## src/rtl/motor_pkg.sv

```systemverilog
// Shared types for the motor executor: FSM states, direction levels, prioritised commands.
// Latency: n/a (types and a pure helper only).
// Backpressure: none.
package motor_pkg;

  typedef enum logic [2:0] {
    ST_IDLE,
    ST_FWD,
    ST_TURN_L,
    ST_TURN_R,
    ST_ROT,
    ST_STOP,
    ST_DONE
  } state_t;

  localparam logic DIR_FWD = 1'b1;
  localparam logic DIR_REV = 1'b0;

  // Listed from highest to lowest priority after CMD_NONE.
  typedef enum logic [2:0] {
    CMD_NONE,
    CMD_STOP,
    CMD_ROT,
    CMD_TURN_L,
    CMD_TURN_R,
    CMD_FWD
  } cmd_t;

  function automatic state_t cmd_state(input cmd_t c);
    state_t s;
    case (c)
      CMD_STOP:   s = ST_STOP;
      CMD_ROT:    s = ST_ROT;
      CMD_TURN_L: s = ST_TURN_L;
      CMD_TURN_R: s = ST_TURN_R;
      CMD_FWD:    s = ST_FWD;
      default:    s = ST_IDLE;
    endcase
    return s;
  endfunction

endpackage

```

## src/rtl/motor_executor_pwm_gen.sv

```systemverilog
// Free-running PWM reference shared by both motors; high for DUTY of every PERIOD cycles.
// Latency: pwm_on is combinational from the phase counter, which starts at 0 after reset.
// Backpressure: none; runs every cycle.
module pwm_gen #(
  parameter int PERIOD = 16,
  parameter int DUTY   = 12
) (
  input  logic clk,
  input  logic reset,
  output logic pwm_on
);

  localparam int W = (PERIOD > 1) ? $clog2(PERIOD) : 1;
  localparam logic [W-1:0]  LAST   = W'(PERIOD - 1);
  localparam logic [31:0]   DUTY_U = 32'(DUTY);

  logic [W-1:0] pwm_cnt;

  always_ff @(posedge clk) begin
    if (reset) begin
      pwm_cnt <= '0;
    end else if (pwm_cnt == LAST) begin
      pwm_cnt <= '0;
    end else begin
      pwm_cnt <= pwm_cnt + 1'b1;
    end
  end

  // Compared at 32 bits so DUTY == PERIOD yields an always-on output.
  assign pwm_on = ({{(32 - W){1'b0}}, pwm_cnt} < DUTY_U);

endmodule

```

## src/rtl/motor_executor.sv

```systemverilog
// Decodes prioritised level commands into PWM-gated motor enables/dirs and times maneuvers.
// Latency: command sampled at edge k sets state at k, drive pins and done follow at k+1.
// Backpressure: none; commands are levels, done is held while the finished command stays active.
module motor_executor
  import motor_pkg::*;
#(
  parameter int TURN_CYCLES   = 1000,
  parameter int ROTATE_CYCLES = 2000,
  parameter int PWM_PERIOD    = 16,
  parameter int PWM_DUTY      = 12
) (
  input  logic clk,
  input  logic reset,
  input  logic stop_motor,
  input  logic front_motor,
  input  logic turn_left,
  input  logic turn_right,
  input  logic rotate,
  output logic left_en,
  output logic left_dir,
  output logic right_en,
  output logic right_dir,
  output logic done
);

  localparam int MAX_CYC = (TURN_CYCLES > ROTATE_CYCLES) ? TURN_CYCLES : ROTATE_CYCLES;
  localparam int CNT_W   = $clog2(MAX_CYC + 1);
  localparam logic [CNT_W-1:0] TURN_LAST = CNT_W'(TURN_CYCLES - 1);
  localparam logic [CNT_W-1:0] ROT_LAST  = CNT_W'(ROTATE_CYCLES - 1);

  state_t           state;
  cmd_t             cur_cmd;
  cmd_t             act_cmd;
  logic [CNT_W-1:0] man_cnt;
  logic             pwm_on;

  logic l_on, l_dir, r_on, r_dir, done_nxt;

  pwm_gen #(
    .PERIOD(PWM_PERIOD),
    .DUTY  (PWM_DUTY)
  ) u_pwm (
    .clk   (clk),
    .reset (reset),
    .pwm_on(pwm_on)
  );

  always_comb begin
    act_cmd = CMD_NONE;
    if (stop_motor)       act_cmd = CMD_STOP;
    else if (rotate)      act_cmd = CMD_ROT;
    else if (turn_left)   act_cmd = CMD_TURN_L;
    else if (turn_right)  act_cmd = CMD_TURN_R;
    else if (front_motor) act_cmd = CMD_FWD;
  end

  always_comb begin
    l_on     = 1'b0;
    r_on     = 1'b0;
    l_dir    = DIR_FWD;
    r_dir    = DIR_FWD;
    done_nxt = 1'b0;
    case (state)
      ST_FWD: begin
        l_on = 1'b1;
        r_on = 1'b1;
      end
      ST_TURN_L: r_on = 1'b1;
      ST_TURN_R: l_on = 1'b1;
      ST_ROT: begin
        l_on  = 1'b1;
        r_on  = 1'b1;
        l_dir = DIR_REV;
      end
      ST_STOP, ST_DONE: done_nxt = 1'b1;
      default: ;
    endcase
  end

  always_ff @(posedge clk) begin
    if (reset) begin
      state     <= ST_IDLE;
      cur_cmd   <= CMD_NONE;
      man_cnt   <= '0;
      left_en   <= 1'b0;
      right_en  <= 1'b0;
      left_dir  <= DIR_FWD;
      right_dir <= DIR_FWD;
      done      <= 1'b0;
    end else begin
      left_en   <= l_on && pwm_on;
      right_en  <= r_on && pwm_on;
      left_dir  <= l_dir;
      right_dir <= r_dir;
      done      <= done_nxt;

      // A change of winning command aborts whatever is running, DONE included;
      // an unchanged command never restarts its maneuver.
      if (act_cmd != cur_cmd) begin
        cur_cmd <= act_cmd;
        state   <= cmd_state(act_cmd);
        man_cnt <= '0;
      end else begin
        case (state)
          ST_TURN_L, ST_TURN_R: begin
            if (man_cnt == TURN_LAST) begin
              state   <= ST_DONE;
              man_cnt <= '0;
            end else begin
              man_cnt <= man_cnt + 1'b1;
            end
          end
          ST_ROT: begin
            if (man_cnt == ROT_LAST) begin
              state   <= ST_DONE;
              man_cnt <= '0;
            end else begin
              man_cnt <= man_cnt + 1'b1;
            end
          end
          default: ;
        endcase
      end
    end
  end

endmodule
```

## config.mk

```make
export PLATFORM = sky130hd
export DESIGN_NAME = motor_executor
export DESIGN_NICKNAME = d
export VERILOG_FILES = /design/src/rtl/motor_pkg.sv /design/src/rtl/motor_executor_pwm_gen.sv /design/src/rtl/motor_executor.sv
export SDC_FILE = /design/constraint.sdc
export NUM_CORES = 1
export LEC_CHECK = 0
export CAP_MARGIN = 0
export CORE_UTILIZATION = 55
export DETAILED_ROUTE_END_ITERATION = 10
export MAX_ROUTING_LAYER = met4
export PLACE_DENSITY = 0.74
export SYNTH_ARGS = -nofsm -noshare
export SYNTH_HDL_FRONTEND = slang
export SYNTH_SLANG_ARGS = --single-unit
```

## constraint.sdc

```tcl
create_clock -name clk -period 4.4 [get_ports clk]
set_input_delay 0.88 -clock clk [delete_from_list [all_inputs] [get_ports clk]]
set_output_delay 0.88 -clock clk [all_outputs]
set_load 0.03 [all_outputs]
```

==> metrics.yaml <==
critical_path:
  critPathArrivalTime_ns: 3.04
  cp.required_ns: 4.64
  path_cells: "clkdlybuf4s50_1 -> nor3b_1 -> o31a_1 -> o2111ai_1 -> mux2i_1"
  worst_setup_path_end_kind: "flop"
  worstSetupPathType: "input port to flop"
  slowest_delay_ns: 0.92
  cp_slowest_cell: "o2111ai_1"
  worstPathMaxFanout: 12
  startpoint_type: "input port"
logic_synthesis:
  syn_area_per_cell_um2: 8.99
  synth_top_family_by_area: "simple AND/OR/NAND/NOR gates"
  synthesis.area_um2: 1290
  muxShareOfSynthArea_pct: 3.21
  synthFlopType: "dfxtp_1"
  synth_compound_area_share_pct: 19.5
  ys_types: 44
  ys_seq_elements: 25
  syn-num-nets: 153
  synthCells: 143
  synth_top_area_share_pct: 38.9
  synth_edf_count: 0
  async_reset_ff_share_pct: 0
  synth_xor_area_share_pct: 6.81
  synth_area_leader_cell: "dfxtp_1"
  yosys.area_share.simple_pct: 24.7
  synthAdderAreaFrac_pct: 2.92
  synth-seq-area-share_pct: 38.9
  synthTopCellsByArea: "dfxtp_1 39%, xnor2_1 6.1%, nor3_1 5.1%"
  ys_warn_count: 0
routing:
  drcViolationCount: 0
  vias: 1065
  wl_mm: 2.37
  drtAntennaViolNets: 0
  dr.pass1.iters: 4
  viasPerCell: 6.02
  wl_per_cell_um: 13.4
  drt_iter0_markers: 33
global_routing:
  grt_pass1_vias: 936
  antenna_found_initial: 0
  grt_pass1_wl_mm: 3.94
  grt_use_total_pct: 20.7
  grt_max_degree: 19
  grt_overflow: 0
clock_network:
  cts_tree: "done"
  clk_latency_ns: 0.32
  path_clk_slew_ns: 0.13
  cts_resized: 0
  htreeDepth: 1
  cts_setup_buffers: 0
  clockBufferDepth: 2
  cts_buffers: 3
  clock-sinks: 25
  cts_root_buffer: "clkbuf_4"
  cts_hold_buf: 0
timing:
  slew_headroom_pct: 24.9
  max_freq_mhz: 357
  skew_ns: 0.00204
  finalHoldViolations: 0
  finalSetupViolations: 0
  fin_setup_tns_ns: 0
  fin_crit_ns: 2.80
  rsz0062_at_grt: "no"
  drv_slew: 0
  worst_slew_pin_slew_ns: 1.13
  period_share_pct: 63.6
die:
  die_w_um: 50.4
  die_area_um2: 2540
  rows: 17
  fp.dieH_um: 50.4
  core_um2: 2210
  initial_utilization_pct: 58.1
  io_pins: 12
power_and_ir_drop:
  irDropWorstVdd_uv: 168
  p_leak_nw: 0.450
  pwr_density_cell_nw_per_um2: 290
  power_mw: 0.410
place:
  portBuffers: 10
  dp_hpwl_mm: 1.68
  gp_congestion: 0.842
final_layout:
  n_antenna_cell: 0
  layout-drive-gt1-share_pct: 8.72
  multi_input_area_um2: 738
  area_growth_pct: 9.73
  num-fill-cells: 204
  layout_common_cells: "25 x dfxtp_1, 13 x nor3_1, 10 x clkdlybuf4s50_1, 9 x nor2_1, 9 x xnor2_1"
  final_nets: 160
  layout_commonest_cell: "dfxtp_1"
  final-seq-area_um2: 500
run:
  cap_viol_max_count: 0
hold_path:
  hold_class: "flop to flop"
outcome:
  outcome: "finished clean"
[Yosys cell counts (all sizes together), types with 4 or more instances]
library cell	number
a21oi	8
clkbuf	5
dfxtp	25
nand2	6
nand2b	4
nor2	9
nor3	13
o21ai	5
xnor2	9
[cells by family after synthesis]
kind of cell	Yosys count
fa+ha+maj	3
other cells	1
compound gates	32
buf+inv	11
xor+xnor	10
mux	4
simple gates	57
flops	25
[routing by layer]
metal  global-route usage [%]  wire length (um)
met4                     8.33                35
met5                        -                 0
met2                     34.7              1120
met1                     25.0              1120
met3                     2.73                88
[worst max-delay path, delay by kind of cell]
kind / cells / cell delay, ns
muxes: 1 / 0.27
buffers and inverters: 1 / 0.56
AOI/OAI and AO/OA: 2 / 1.22
and+or+nand+nor: 1 / 0.10
[area by class of cell]
cell class / count / share of cell area [%]
multi-input combinational: 107 / 52.3
sequential: 25 / 35.5
timing repair buffer: 10 / 7.09
tap: 28 / 2.48
clock buffer: 4 / 1.86
inverter: 3 / 0.798
[state kept, by name (all words and copies together) (netlist names)]
| signal | count |
|---|---|
| state | 3 |
| right_en | 1 |
| left_en | 1 |
| man_cnt | 11 |
| left_dir | 1 |
| cur_cmd | 3 |
| u_pwm.pwm_cnt | 4 |
| done | 1 |
[through the flow]
| stage | std cells | util, % | setup WS [ns] | cell area [um^2] | hold slack, ns |
|---|---|---|---|---|---|
| after detailed placement | 173 | 62.6 | 1.29 | 1390 | 0.475 |
| after global routing | 177 | 63.8 | 1.41 | 1410 | 0.544 |
| after floorplan | 143 | - | 2.18 | 1290 | 0.450 |
| after global placement | 173 | 62.6 | 1.38 | 1390 | 0.463 |
| final | 177 | 63.8 | 1.60 | 1410 | 0.497 |
| after CTS | 177 | 63.8 | 1.62 | 1410 | 0.497 |
[power by group]
| group | switching, mW | total (mW) | internal [mW] |
|---|---|---|---|
| registers | 0.00729 | 0.243 | 0.236 |
| clock network | 0.0670 | 0.102 | 0.0355 |
| logic | 0.0365 | 0.0643 | 0.0278 |
[worst paths after layout]
kind	start	to	slack [ns]	depth (start not counted)
min reg2reg	u_pwm.pwm_cnt[0]$_SDFF_PP0_	u_pwm.pwm_cnt[0]$_SDFF_PP0_	0.50	1
min	u_pwm.pwm_cnt[0]$_SDFF_PP0_	u_pwm.pwm_cnt[0]$_SDFF_PP0_	0.50	1
max reg2reg	state[2]$_SDFFE_PP0P_	man_cnt[9]$_SDFFE_PP0P_	2.35	4
max	rotate	state[2]$_SDFFE_PP0P_	1.60	5
Power figures use the tool's default switching activity.
